===== config.mk =====
export PLATFORM = sky130hd
export DESIGN_NAME = median_map_writer
export DESIGN_NICKNAME = d
export VERILOG_FILES = /design/src/rtl/median_map_writer.sv
export SDC_FILE = /design/constraint.sdc
export NUM_CORES = 1
export LEC_CHECK = 0
export CORE_ASPECT_RATIO = 1.75
export CORE_MARGIN = 1.5
export CORE_UTILIZATION = 55
export CTS_CLUSTER_SIZE = 12
export DETAILED_ROUTE_END_ITERATION = 12
export PLACE_DENSITY = 0.74
export REMOVE_ABC_BUFFERS = 1
export SETUP_SLACK_MARGIN = 0.3
export SKIP_CTS_REPAIR_TIMING = 1
export SLEW_MARGIN = 15
export SYNTH_ARGS = -nofsm -noshare
export SYNTH_HDL_FRONTEND = slang
export SYNTH_SLANG_ARGS = --single-unit

===== constraint.sdc =====
create_clock -name clk -period 3.99 [get_ports clk]
set_input_delay 0.399 -clock clk [delete_from_list [all_inputs] [get_ports clk]]
set_output_delay 0.399 -clock clk [all_outputs]
set_load 0.005 [all_outputs]

===== src/rtl/median_map_writer.sv =====
// ---------------------------------------------------------------------------
// median_map_writer
//
// Packs the per-window majority bits of a column-major window scan into
// WORD_WIDTH-bit words, one group of WORDS_PER_COL words per window column,
// and streams them to the median result memory through a small FIFO. The FIFO
// decouples memory back-pressure from the scan: the scan never stalls, and a
// word that finds the FIFO full is dropped (and flagged) while the counters
// keep advancing so later words still land at the correct addresses.
//
// Ports
//   clk        rising-edge clock
//   reset      asynchronous, active-low reset
//   start      level enable; win_valid is ignored while low
//   win_valid  one-cycle strobe per completed window
//   win_bit    window majority result, sampled with win_valid
//   mem_addr   address of the FIFO head word (holds when FIFO empty)
//   mem_data   FIFO head word (holds when FIFO empty)
//   mem_we     write request, high whenever the FIFO is non-empty
//   mem_ready  memory accepts the head word when mem_we && mem_ready
//   map_done   sticky: the whole map has left the FIFO
//   overflow   sticky: at least one word was dropped (cleared by reset only)
//   busy       frame in progress or FIFO non-empty
// ---------------------------------------------------------------------------
module median_map_writer #(
    parameter int MAP_WIDTH     = 80,
    parameter int MAP_HEIGHT    = 60,
    parameter int WORD_WIDTH    = 16,
    parameter int WORDS_PER_COL = 4,
    parameter int FIFO_DEPTH    = 4,
    parameter int ADDR_WIDTH    = 9
) (
    input  logic                  clk,
    input  logic                  reset,
    input  logic                  start,
    input  logic                  win_valid,
    input  logic                  win_bit,
    output logic [ADDR_WIDTH-1:0] mem_addr,
    output logic [WORD_WIDTH-1:0] mem_data,
    output logic                  mem_we,
    input  logic                  mem_ready,
    output logic                  map_done,
    output logic                  overflow,
    output logic                  busy
);

    localparam int CX_W  = $clog2(MAP_WIDTH);
    localparam int CY_W  = $clog2(MAP_HEIGHT);
    localparam int BI_W  = $clog2(WORD_WIDTH);
    localparam int PTR_W = $clog2(FIFO_DEPTH);
    localparam int CNT_W = PTR_W + 1;

    typedef struct packed {
        logic [ADDR_WIDTH-1:0] addr;
        logic [WORD_WIDTH-1:0] data;
    } entry_t;

    // ------------------------------------------------------------------
    // Scan state
    // ------------------------------------------------------------------
    logic [CX_W-1:0]       cx_q, cx_d;
    logic [CY_W-1:0]       cy_q, cy_d;
    logic [BI_W-1:0]       bit_idx_q, bit_idx_d;
    logic [WORD_WIDTH-1:0] pack_q, pack_d;
    logic                  last_q, last_d;     // final word of frame pushed, awaiting drain
    logic                  done_q, done_d;
    logic                  ovf_q, ovf_d;

    // ------------------------------------------------------------------
    // FIFO state
    // ------------------------------------------------------------------
    entry_t                fifo_q [FIFO_DEPTH];
    logic [PTR_W-1:0]      rd_q, rd_d;
    logic [PTR_W-1:0]      wr_q, wr_d;
    logic [CNT_W-1:0]      cnt_q, cnt_d;
    entry_t                head_q, head_d;     // registered copy of the FIFO head

    // ------------------------------------------------------------------
    // Combinational helpers
    // ------------------------------------------------------------------
    logic                  accept;
    logic                  cy_last, cx_last, bit_last;
    logic                  frame_wrap;
    logic                  push, pop, push_ok, drop;
    logic                  fifo_empty, fifo_full;
    logic [WORD_WIDTH-1:0] pack_merged;
    entry_t                push_entry;

    assign accept     = win_valid && start;
    assign cy_last    = (cy_q == CY_W'(MAP_HEIGHT - 1));
    assign cx_last    = (cx_q == CX_W'(MAP_WIDTH - 1));
    assign bit_last   = (bit_idx_q == BI_W'(WORD_WIDTH - 1));
    assign frame_wrap = accept && cy_last && cx_last;

    assign fifo_empty = (cnt_q == '0);
    assign fifo_full  = (cnt_q == CNT_W'(FIFO_DEPTH));

    // Current bit merged into the pack register so a completing accept can
    // push the whole word in the same cycle.
    assign pack_merged = pack_q | (WORD_WIDTH'(win_bit) << bit_idx_q);

    // Word address: column base plus word index within the column.
    assign push_entry.addr = ADDR_WIDTH'(cx_q) * ADDR_WIDTH'(WORDS_PER_COL)
                           + ADDR_WIDTH'(cy_q >> BI_W);
    assign push_entry.data = pack_merged;

    // A short last word of the column is pushed at cy==MAP_HEIGHT-1; its
    // upper bits are zero because the pack register was cleared after the
    // previous push.
    assign push    = accept && (bit_last || cy_last);
    assign pop     = mem_we && mem_ready;
    // A pop in the same cycle frees the slot for a push into a full FIFO.
    assign push_ok = push && (!fifo_full || pop);
    assign drop    = push && fifo_full && !pop;

    // ------------------------------------------------------------------
    // Scan counters and pack register
    // ------------------------------------------------------------------
    always_comb begin
        cx_d      = cx_q;
        cy_d      = cy_q;
        bit_idx_d = bit_idx_q;
        pack_d    = pack_q;
        if (accept) begin
            if (push) begin
                pack_d    = '0;
                bit_idx_d = '0;
            end else begin
                pack_d    = pack_merged;
                bit_idx_d = bit_idx_q + BI_W'(1);
            end
            if (cy_last) begin
                cy_d = '0;
                cx_d = cx_last ? '0 : cx_q + CX_W'(1);
            end else begin
                cy_d = cy_q + CY_W'(1);
            end
        end
    end

    // ------------------------------------------------------------------
    // Completion / overflow flags
    // ------------------------------------------------------------------
    always_comb begin
        last_d = last_q;
        done_d = done_q;
        ovf_d  = ovf_q | drop;
        // Completion waits until every word of the frame has left the FIFO.
        if (last_q && fifo_empty) begin
            done_d = 1'b1;
            last_d = 1'b0;
        end else if (accept && cx_q == '0 && cy_q == '0) begin
            done_d = 1'b0;
        end
        if (frame_wrap) begin
            last_d = 1'b1;
        end
    end

    // ------------------------------------------------------------------
    // FIFO pointers and registered head
    // ------------------------------------------------------------------
    always_comb begin
        rd_d   = rd_q + PTR_W'(pop);
        wr_d   = wr_q + PTR_W'(push_ok);
        cnt_d  = cnt_q + CNT_W'(push_ok) - CNT_W'(pop);
        head_d = head_q;
        if (cnt_d != '0) begin
            // When the next head is the word being written this cycle it is
            // not yet in storage, so forward it directly.
            if (push_ok && (rd_d == wr_q)) begin
                head_d = push_entry;
            end else begin
                head_d = fifo_q[rd_d];
            end
        end
    end

    // FIFO storage carries no reset; only entries below the count are read.
    always_ff @(posedge clk) begin
        if (push_ok) begin
            fifo_q[wr_q] <= push_entry;
        end
    end

    always_ff @(posedge clk or negedge reset) begin
        if (!reset) begin
            cx_q      <= '0;
            cy_q      <= '0;
            bit_idx_q <= '0;
            pack_q    <= '0;
            last_q    <= 1'b0;
            done_q    <= 1'b0;
            ovf_q     <= 1'b0;
            rd_q      <= '0;
            wr_q      <= '0;
            cnt_q     <= '0;
            head_q    <= '0;
        end else begin
            cx_q      <= cx_d;
            cy_q      <= cy_d;
            bit_idx_q <= bit_idx_d;
            pack_q    <= pack_d;
            last_q    <= last_d;
            done_q    <= done_d;
            ovf_q     <= ovf_d;
            rd_q      <= rd_d;
            wr_q      <= wr_d;
            cnt_q     <= cnt_d;
            head_q    <= head_d;
        end
    end

    // ------------------------------------------------------------------
    // Outputs
    // ------------------------------------------------------------------
    assign mem_addr = head_q.addr;
    assign mem_data = head_q.data;
    assign mem_we   = !fifo_empty;
    assign map_done = done_q;
    assign overflow = ovf_q;
    assign busy     = (cx_q != '0) || (cy_q != '0) || !fifo_empty;

endmodule


After elaboration in Yosys (flattened, before gate mapping)

Memories as Yosys holds them, arrays and structs flattened. A register that Yosys moved wholly into a read port is not among the register bits.
Index checks and enable logic that the tools add are counted.

Register bits after elaboration: 43
Bits in writable memories: 100
Input port bits: 6
Output and inout port bits: 29
Word-level logic and storage cells: 64
Memories kept: 1

Memories:

| name   | words | width | rd ports | clocked after Yosys merged registers in | wr ports | line | source |
|---|---|---|---|---|---|---|---|
| fifo_q | 4     | 25    | 1        | 1                                       | 1        | 72   | `entry_t fifo_q [FIFO_DEPTH];` |

$add $sub $neg: 8
Equal/unequal tests: 4
Shift operators: 1
Multiplexer cells: 10
Bitwise logic cells: 2
Reductions and logical operators: 28

Operators by type and width:

| operator              | number |
|---|---|
| $mux W16              | 1 |
| $or A16 B16 Y16       | 1 |
| $shl A1 B4 Y16        | 1 |
| $logic_and A1 B1 Y1   | 11 |
| $add A9 B2 Y9         | 1 |
| $add A7 B1 Y7 const B | 1 |
| $eq A7 B7 Y1 const B  | 1 |
| $logic_not A7 Y1      | 1 |
| $mux W7               | 1 |
| $reduce_bool A7 Y1    | 1 |
| $add A6 B1 Y6 const B | 1 |
| $eq A6 B6 Y1 const B  | 1 |
| $logic_not A6 Y1      | 1 |
| $mux W1               | 6 |
| $mux W6               | 1 |
| $reduce_bool A6 Y1    | 1 |
| $add A2 B1 Y2         | 2 |
| $add A4 B1 Y4 const B | 1 |
| $eq A4 B4 Y1 const B  | 1 |
| $logic_not A1 Y1      | 4 |
| $logic_or A1 B1 Y1    | 4 |
| $mux W4               | 1 |
| $reduce_bool A2 Y1    | 2 |
| $add A3 B1 Y3         | 1 |
| 6 further kinds       | 6 |

Logic depth before layout (Yosys ltp)

Gate-level depths: netlist of the first run.

Depth after elaboration: 8
Gate-level depth with buffers: 15
Gate-level depth less buffers: 14

Worst setup path after synthesis of the first run

No wires, ideal clock.

Kind: flip-flop to flip-flop
Start: register cy_q[0]
End: memory fifo_q[2][0] (netlist bit), enable pin
Library setup time: 0.444 ns
Data arrival time: 3.161 ns
Data required time: 3.546 ns
Slack: 0.385 ns
Cell stages (with the launch flop): 7
Buffers on the path: 0
Clock period less this slack: 3.605 ns
Path through: dfrtp_1 > ha_1 > and4_1 > nand2_1 > o21ai_0 > nand2b_1 > nor3b_1

Word-level cells in the longest chain between the ends: 6

RTL lines:

| element                       | line | source |
|---|---|---|
| start, declared               | 62   | `logic [CY_W-1:0] cy_q, cy_d;` |
| start signal, assigned        | 201  | `cy_q <= cy_d;` |
| $eq A6 B6 Y1                  | 90   | `assign cy_last = (cy_q == CY_W'(MAP_HEIGHT - 1));` |
| $logic_or A1 B1 Y1            | 110  | `assign push = accept && (bit_last \|\| cy_last);` |
| $logic_and A1 B1 Y1           | 110  |  |
| $logic_and A1 B1 Y1           | 113  | `assign push_ok = push && (!fifo_full \|\| pop);` |
| $mux W1                       | 181  | `if (push_ok) begin` |
| $mux W1 (not written as such) | 182  | `fifo_q[wr_q] <= push_entry;` |
| end, declared                 | 72   |  |

Every way passes these cells.

Worst setup path in the final report of the first run

Start: register bit_idx_q[0]
End: register mem_addr[4] (netlist name)

Word-level cells in the longest chain between the ends: 7

RTL lines:

| element                | line | source |
|---|---|---|
| start, declared        | 63   | `logic [BI_W-1:0] bit_idx_q, bit_idx_d;` |
| start signal, assigned | 202  | `bit_idx_q <= bit_idx_d;` |
| $eq A4 B4 Y1           | 92   | `assign bit_last = (bit_idx_q == BI_W'(WORD_WIDTH - 1));` |
| $logic_or A1 B1 Y1     | 110  |  |
| $logic_and A1 B1 Y1    | 110  |  |
| $logic_and A1 B1 Y1    | 113  |  |
| $add A3 B1 Y3          | 166  | `cnt_d = cnt_q + CNT_W'(push_ok) - CNT_W'(pop);` |
| $sub A3 B1 Y3          | 166  |  |
| named net cnt_d[2]     | 75   | `logic [CNT_W-1:0] cnt_q, cnt_d;` |
| $reduce_bool A3 Y1     | 168  | `if (cnt_d != '0) begin` |

The timed path passes the listed nets, and every way through them passes these cells.
A chain may end at the register's enable or synchronous reset.

==> results of run 1 <==
[synth_stat cells (3+ instances only)]
library cell  number  area [µm²]
nor3_1             4        20.0
a21oi_1            6        30.0
buf_2              6        30.0
nor4b_1            4        35.0
nand3_1            7        35.0
nand4_1            3        18.8
edfxtp_1         100        3000
a32o_1             3        30.0
nor2_1            18        67.6
and3_1             4        25.0
ha_1               9         113
xor2_1             3        26.3
dfrtp_1           68        1700
xnor2_1            5        43.8
mux2i_1           25         250
a21boi_0           4        30.0
nor2b_1            4        25.0
a31o_2             3        26.3
nor3b_1            3        22.5
nand2_1           47         176
a21o_1            10        75.1
inv_1             10        37.5
a31oi_1            4        25.0
o21ai_1           21         105
mux4_2            25         563
o21ai_0           24         120
clkbuf_1          13        48.8
[state kept, by name, indices dropped and copies added (netlist names)]
signal     flops
fifo_q       100
mem_data      16
pack_q        16
mem_addr       9
cx_q           7
cy_q           6
bit_idx_q      4
cnt_q          3
rd_q           2
wr_q           2
last_q         1
map_done       1
overflow       1
[final cells by class]
cell class,instances,area share [%]
Sequential cell,168,58.1
Clock buffer,18,5.30
Multi-Input combinational cell,258,26.0
Inverter,10,0.464
Timing Repair Buffer,52,6.00
Clock inverter,14,1.45
Tap cell,168,2.60
[routing by layer]
metal  vias up  global-route usage, %  wire (µm)
li1       1830                      -          -
met1      2049                   28.5       5130
met2       121                   39.8       7780
met3        23                   4.89        574
met4         0                   9.38        397
met5         -                      0          0
[power by group]
| group | internal (mW) | switching, mW |
|---|---|---|
| Sequential | 2.18 | 0.230 |
| Clock | 0.811 | 0.700 |
| Combinational | 1.02 | 0.955 |
[kinds of logic after synthesis]
group | share of synthesized area, %
AOI/OAI and AO/OA | 7.40
xor gates and xnor gates | 1.35
adders and majority gates | 1.90
buffers and inverters | 2.57
DFF | 67.6
muxes | 11.8
and+or+nand+nor | 7.37
[metrics by stage]
step                      TNS [ns]  util, %  instances  hold slack (ns)
final                            0     65.1        688         -0.00486
after global routing             0     65.1        688           0.0269
after CTS                        0     65.1        688            0.217
after detailed placement         0     60.7        656            0.454
after global placement           0     60.7        656            0.447
after floorplan             -60.47        -        436            0.103
[worst paths after layout]
kind / depth (start not counted) / start / slack [ns] / end
setup / recovery: 13 / bit_idx_q[0] / 0.59 / mem_addr[4]
hold / removal: 1 / reset / -0.005 / mem_data[8]
setup reg to reg: 13 / bit_idx_q[0] / 0.59 / mem_addr[4]
hold reg to reg: 1 / overflow / 0.47 / overflow
max in group asynchronous: 2 / reset / 3.19 / cnt_q[1]
min in group clk: 1 / overflow / 0.47 / overflow
[placed cells by master (no fill, tap or decap), drive strengths merged, types with 5 or more instances in the layout]
| cell type | count |
|---|---|
| nor3 | 5 |
| mux4 | 25 |
| nor2 | 18 |
| ha | 9 |
| nand2 | 47 |
| inv | 15 |
| mux2i | 25 |
| buf | 19 |
| xnor2 | 5 |
| nand3 | 7 |
| edfxtp | 100 |
| a21o | 10 |
| o21ai | 46 |
| clkdlybuf4s50 | 33 |
| a21oi | 6 |
| dfrtp | 68 |
| clkinvlp | 5 |
| clkbuf | 18 |
==> impl_metrics.tcl, run 1 <==
set metrics [dict create \
    status "finished, violations left" \
    failed_checks "hold timing" \
    critical_path_class "flip-flop to flip-flop" \
    post-dp-hpwl_um 8570 \
    startpoint_type "flip-flop" \
    grt_max_degree 51 \
    place.gp.congestion 0.775 \
    start_util_pct 56.0 \
    path_buf_inv 2 \
    rsz0062_at_grt "no" \
    core_um2 12400 \
    yosys.cell_types.count 47 \
    area_growth_syn_to_layout_pct 16.2 \
    cp_data_required_time_ns 4.28 \
    final_nets 523 \
    drive_gt1_share_pct 16.9 \
    ios 35 \
    cts_buffers 17 \
    cp_top_family "adder cells" \
    placed_area_um2 7540 \
    crit_fanout 50 \
    synth_seq_cells 168 \
    multiInputGateArea_um2 2110 \
    syn_area_per_cell_um2 15.2 \
    period_share_pct 85.2 \
    clockRootBuffer "clkbuf_16" \
    row_count 54 \
    viasPerCell 5.85 \
    cts_max_level 4 \
    grt_pass1_vias 4320 \
    cts_tree "yes" \
    fillers 931 \
    fin_ws_ns 0.591 \
    hold_ws_ns -0.00486 \
    tightest_slew_ns 0.723 \
    antenna_left 0 \
    max_slew_margin_pct 51.8 \
    grt_use_total_pct 23.3 \
    place.port_buffers 34 \
    p_per_area_nw_per_um2 728 \
    synth_seq_area_share_pct 67.6 \
    synth.cell_area_um2 6960 \
    drc 0 \
    cts.clk_slew.worst_paths_ns 0.07 \
    clock_latency_ns 0.42 \
    stdcell_area_um2 8090 \
    dieArea_um2 13400 \
    min_path_type "input port to asynchronous set/reset pin" \
    clock.fmax_mhz 294 \
    vias 4023 \
    yosysWarningCount 0 \
    post-place-ws_ns 0.376 \
    slowest_delay_ns 0.51 \
    grt_pass1_wl_um 22800 \
    overflow 0 \
    seq_area_um2 4700 \
    ir_drop_v 0.000429 \
    p_leak_nw 3.25 \
    fin_skew_ns 0.00935 \
    diodes 0 \
    drv_cap 0 \
    final_hold_viol_count 6 \
    slew_viol_final 0 \
    cts_buffer_depth 2 \
    dr.pass1.iters 5 \
    end_kind "flip-flop" \
    worst_path_most_repeated_cell "ha_1" \
    synth_edf_count 100 \
    wl_per_cell_um 20.2 \
    cts.sinks 168 \
    postSynthCellCount 459 \
    routed_wirelength_um 13900 \
    finalSetupViolations 0 \
    dr.first_iter.drc_count 322 \
    antenna_found_initial 0 \
    slowest_stage "dfrtp_1" \
    finalPower_mw 5.89 \
    ys.flop_type "edfxtp_1" \
    die_h_um 152 \
    crit_chain "ha_1, nand3_1, o21ai_1, nand2b_1, ha_1, inv_1, ha_1, fa_1, xnor2_1, xnor2_1, nor3_2, buf_12, o21ai_0" \
    arrival_ns 3.69 \
    die_w_um 88.1 \
    postSynth.asyncResetShare_pct 40.5 \
    post-route-min-period_ns 3.40 \
]
Power figures use the tool's default switching activity.
==> run 2: changes to the inputs <==
--- a/config.mk
+++ b/config.mk
@@ -13,7 +13,6 @@
 export PLACE_DENSITY = 0.74
 export REMOVE_ABC_BUFFERS = 1
 export SETUP_SLACK_MARGIN = 0.3
-export SKIP_CTS_REPAIR_TIMING = 1
 export SLEW_MARGIN = 15
 export SYNTH_ARGS = -nofsm -noshare
 export SYNTH_HDL_FRONTEND = slang
==> constraint.sdc (replaced) <==
create_clock -name clk -period 3.99 [get_ports clk]
set_input_delay 0.798 -clock clk [delete_from_list [all_inputs] [get_ports clk]]
set_output_delay 0.798 -clock clk [all_outputs]
set_load 0.005 [all_outputs]
==> run 2 against run 1 <==
Compared with the run above:
- the run now ends clean
- maximum frequency decreased by 2.0%
- critical path depth is 6 lower
- non-clock buffer count rose by 2
- critical path type is now flip-flop to output port
==> impl_metrics.tcl, run 2 (synthesis gave the netlist of run 1 again) <==
set metrics [dict create \
    status "finished, final reports clean" \
    min_path_type "input port to asynchronous set/reset pin" \
    start_util_pct 56.0 \
    arrival_ns 2.67 \
    finalSetupViolations 0 \
    grt_max_degree 51 \
    ff2ff_path_depth 14 \
    dr.pass1.iters 6 \
    drc 0 \
    area_growth_syn_to_layout_pct 16.8 \
    tightest_slew_ns 0.710 \
    die_w_um 88.1 \
    core_um2 12400 \
    drive_gt1_share_pct 17.0 \
    viasPerCell 5.84 \
    ctsHoldBuffers 0 \
    startpoint_type "flip-flop" \
    cp_top_family "simple AND/OR/NAND/NOR gates" \
    intPower_mw 4.13 \
    clock_power_share_pct 26.8 \
    overflow 0 \
    grt_use_total_pct 23.2 \
    cts_buffers 17 \
    r2r-start "bit_idx_q[0]" \
    slew_viol_final 0 \
    clock_latency_ns 0.42 \
    cts_tree "yes" \
    cts_buffer_depth 2 \
    period_share_pct 86.9 \
    fillers 900 \
    cts_max_level 4 \
    crit_fanout 8 \
    grt_pass1_wl_um 22600 \
    p_leak_nw 3.29 \
    cts.sinks 168 \
    hold_ws_ns 0.392 \
    antenna_found_initial 0 \
    grt_pass1_vias 4317 \
    wl_per_cell_um 20.5 \
    clockRootBuffer "clkbuf_16" \
    clock.fmax_mhz 288 \
    ios 35 \
    seq_area_um2 4700 \
    p_sw_share_pct 31.3 \
    post-route-util_pct 65.4 \
    routed_wirelength_um 14100 \
    worst_path_most_repeated_cell "nand2_1" \
    tns_ns 0 \
    final_hold_viol_count 0 \
    final_nets 525 \
    switchingPower_mw 1.88 \
    vias 4033 \
    path_depth 7 \
    post-route-min-period_ns 3.47 \
    layout_commonest_cell "edfxtp_1" \
    cts.clk_slew.worst_paths_ns 0.07 \
    antenna_left 0 \
    post-dp-hpwl_um 8860 \
    rsz0062_at_grt "no" \
    cts_setup_buffers 0 \
    end_kind "output port" \
    cp_data_required_time_ns 3.19 \
    p_per_area_nw_per_um2 739 \
    r2r_setup_slack_ns 0.59 \
    dr.first_iter.drc_count 279 \
    cts_resized 0 \
    slowest_delay_ns 0.47 \
    path_buf_inv 2 \
    die_h_um 152 \
    crit_start "cx_q[0]" \
    multiInputGateArea_um2 2110 \
    dieArea_um2 13400 \
    place.gp.congestion 0.847 \
    placed_area_um2 7560 \
    post-place-ws_ns 0.232 \
    regMostFlops "fifo_q" \
    pwr-share-comb_pct 33.1 \
    diodes 0 \
    largest_reg_flops 100 \
    fin_ws_ns 0.524 \
    critical_path_class "flip-flop to output port" \
    seq_power_share_pct 40.1 \
    max_slew_margin_pct 52.7 \
    place.port_buffers 34 \
    crit_end "busy" \
    r2r_end "mem_addr[2]" \
    fin_skew_ns 0.00893 \
    row_count 54 \
    crit_chain "inv_1, ha_1, nor4b_1, nand2_1, nor4_1, nand2_1, clkdlybuf4s50_1" \
    stdcell_area_um2 8140 \
    slowest_stage "dfrtp_1" \
    ir_drop_v 0.000449 \
    mostFrequentLayoutCells "100 x edfxtp_1, 68 x dfrtp_1, 47 x nand2_1" \
    drv_cap 0 \
]
## run 2: changes by cell type in the layout (fill, tap and decap cells not counted)
cell	change
inv_8	-1
o21ai_1	-1
clkinv_4	-1
bufinv_16	+2
buf_4	+1
o21ai_0	+1
clkinv_1	+1
buf_2	+1
clkinv_2	+2
clkinvlp_4	-3
## run 2: worst reg2reg max path, delay by kind of cell, from the launching register on
kind	cells	cell delay, ns
AOI/OAI and AO/OA	2	0.42
and+or+nand+nor	4	0.66
buffers and inverters	2	0.31
adders and majority gates	4	1.11
DFF	1	0.53
xor gates and xnor gates	2	0.31
## run 2: cell type report
class	count	area share, %
clock buffer	18	5.28
clock inverter	14	1.83
inverter	10	0.461
multi-input combinational	258	25.9
sequential	168	57.8
tap	168	2.58
timing repair buffer	54	6.12
## run 2: worst min path at each step
stage | endpoint | cells past startpoint | start | slack, ns
global route | mem_data[0] | 1 | reset | 0.43
detailed placement | overflow | 1 | overflow | 0.45
finish | mem_data[4] | 1 | reset | 0.39
global placement | overflow | 1 | overflow | 0.45
floorplan | last_q | 2 | last_q | 0.45
CTS | mem_data[4] | 1 | reset | 0.41
## run 2: layer usage
layer / GRT usage, % / vias to the layer above / share of wire [%]
met4: 10.7 / 0 / 2.5
li1: - / 1827 / -
met2: 38.9 / 109 / 56
met5: 0 / - / 0
met3: 6.14 / 23 / 3.4
met1: 27.6 / 2074 / 38
## run 2: through the flow
step / power, mW / std cells
floorplan: 3.68 / 436
global placement: 4.34 / 658
detailed placement: 4.43 / 658
CTS: 6.05 / 690
global route: 6.33 / 690
finish: 6.01 / 690
## run 2: power groups by stage
stage	combinational, mW	clock (mW)	sequential, mW
2_1_floorplan	1.29	0	2.39
4_1_cts	2.02	1.63	2.41
6_report	1.99	1.61	2.41
5_1_grt	2.19	1.70	2.44
3_5_place_dp	2.00	0	2.44
3_3_place_gp	1.92	0	2.42
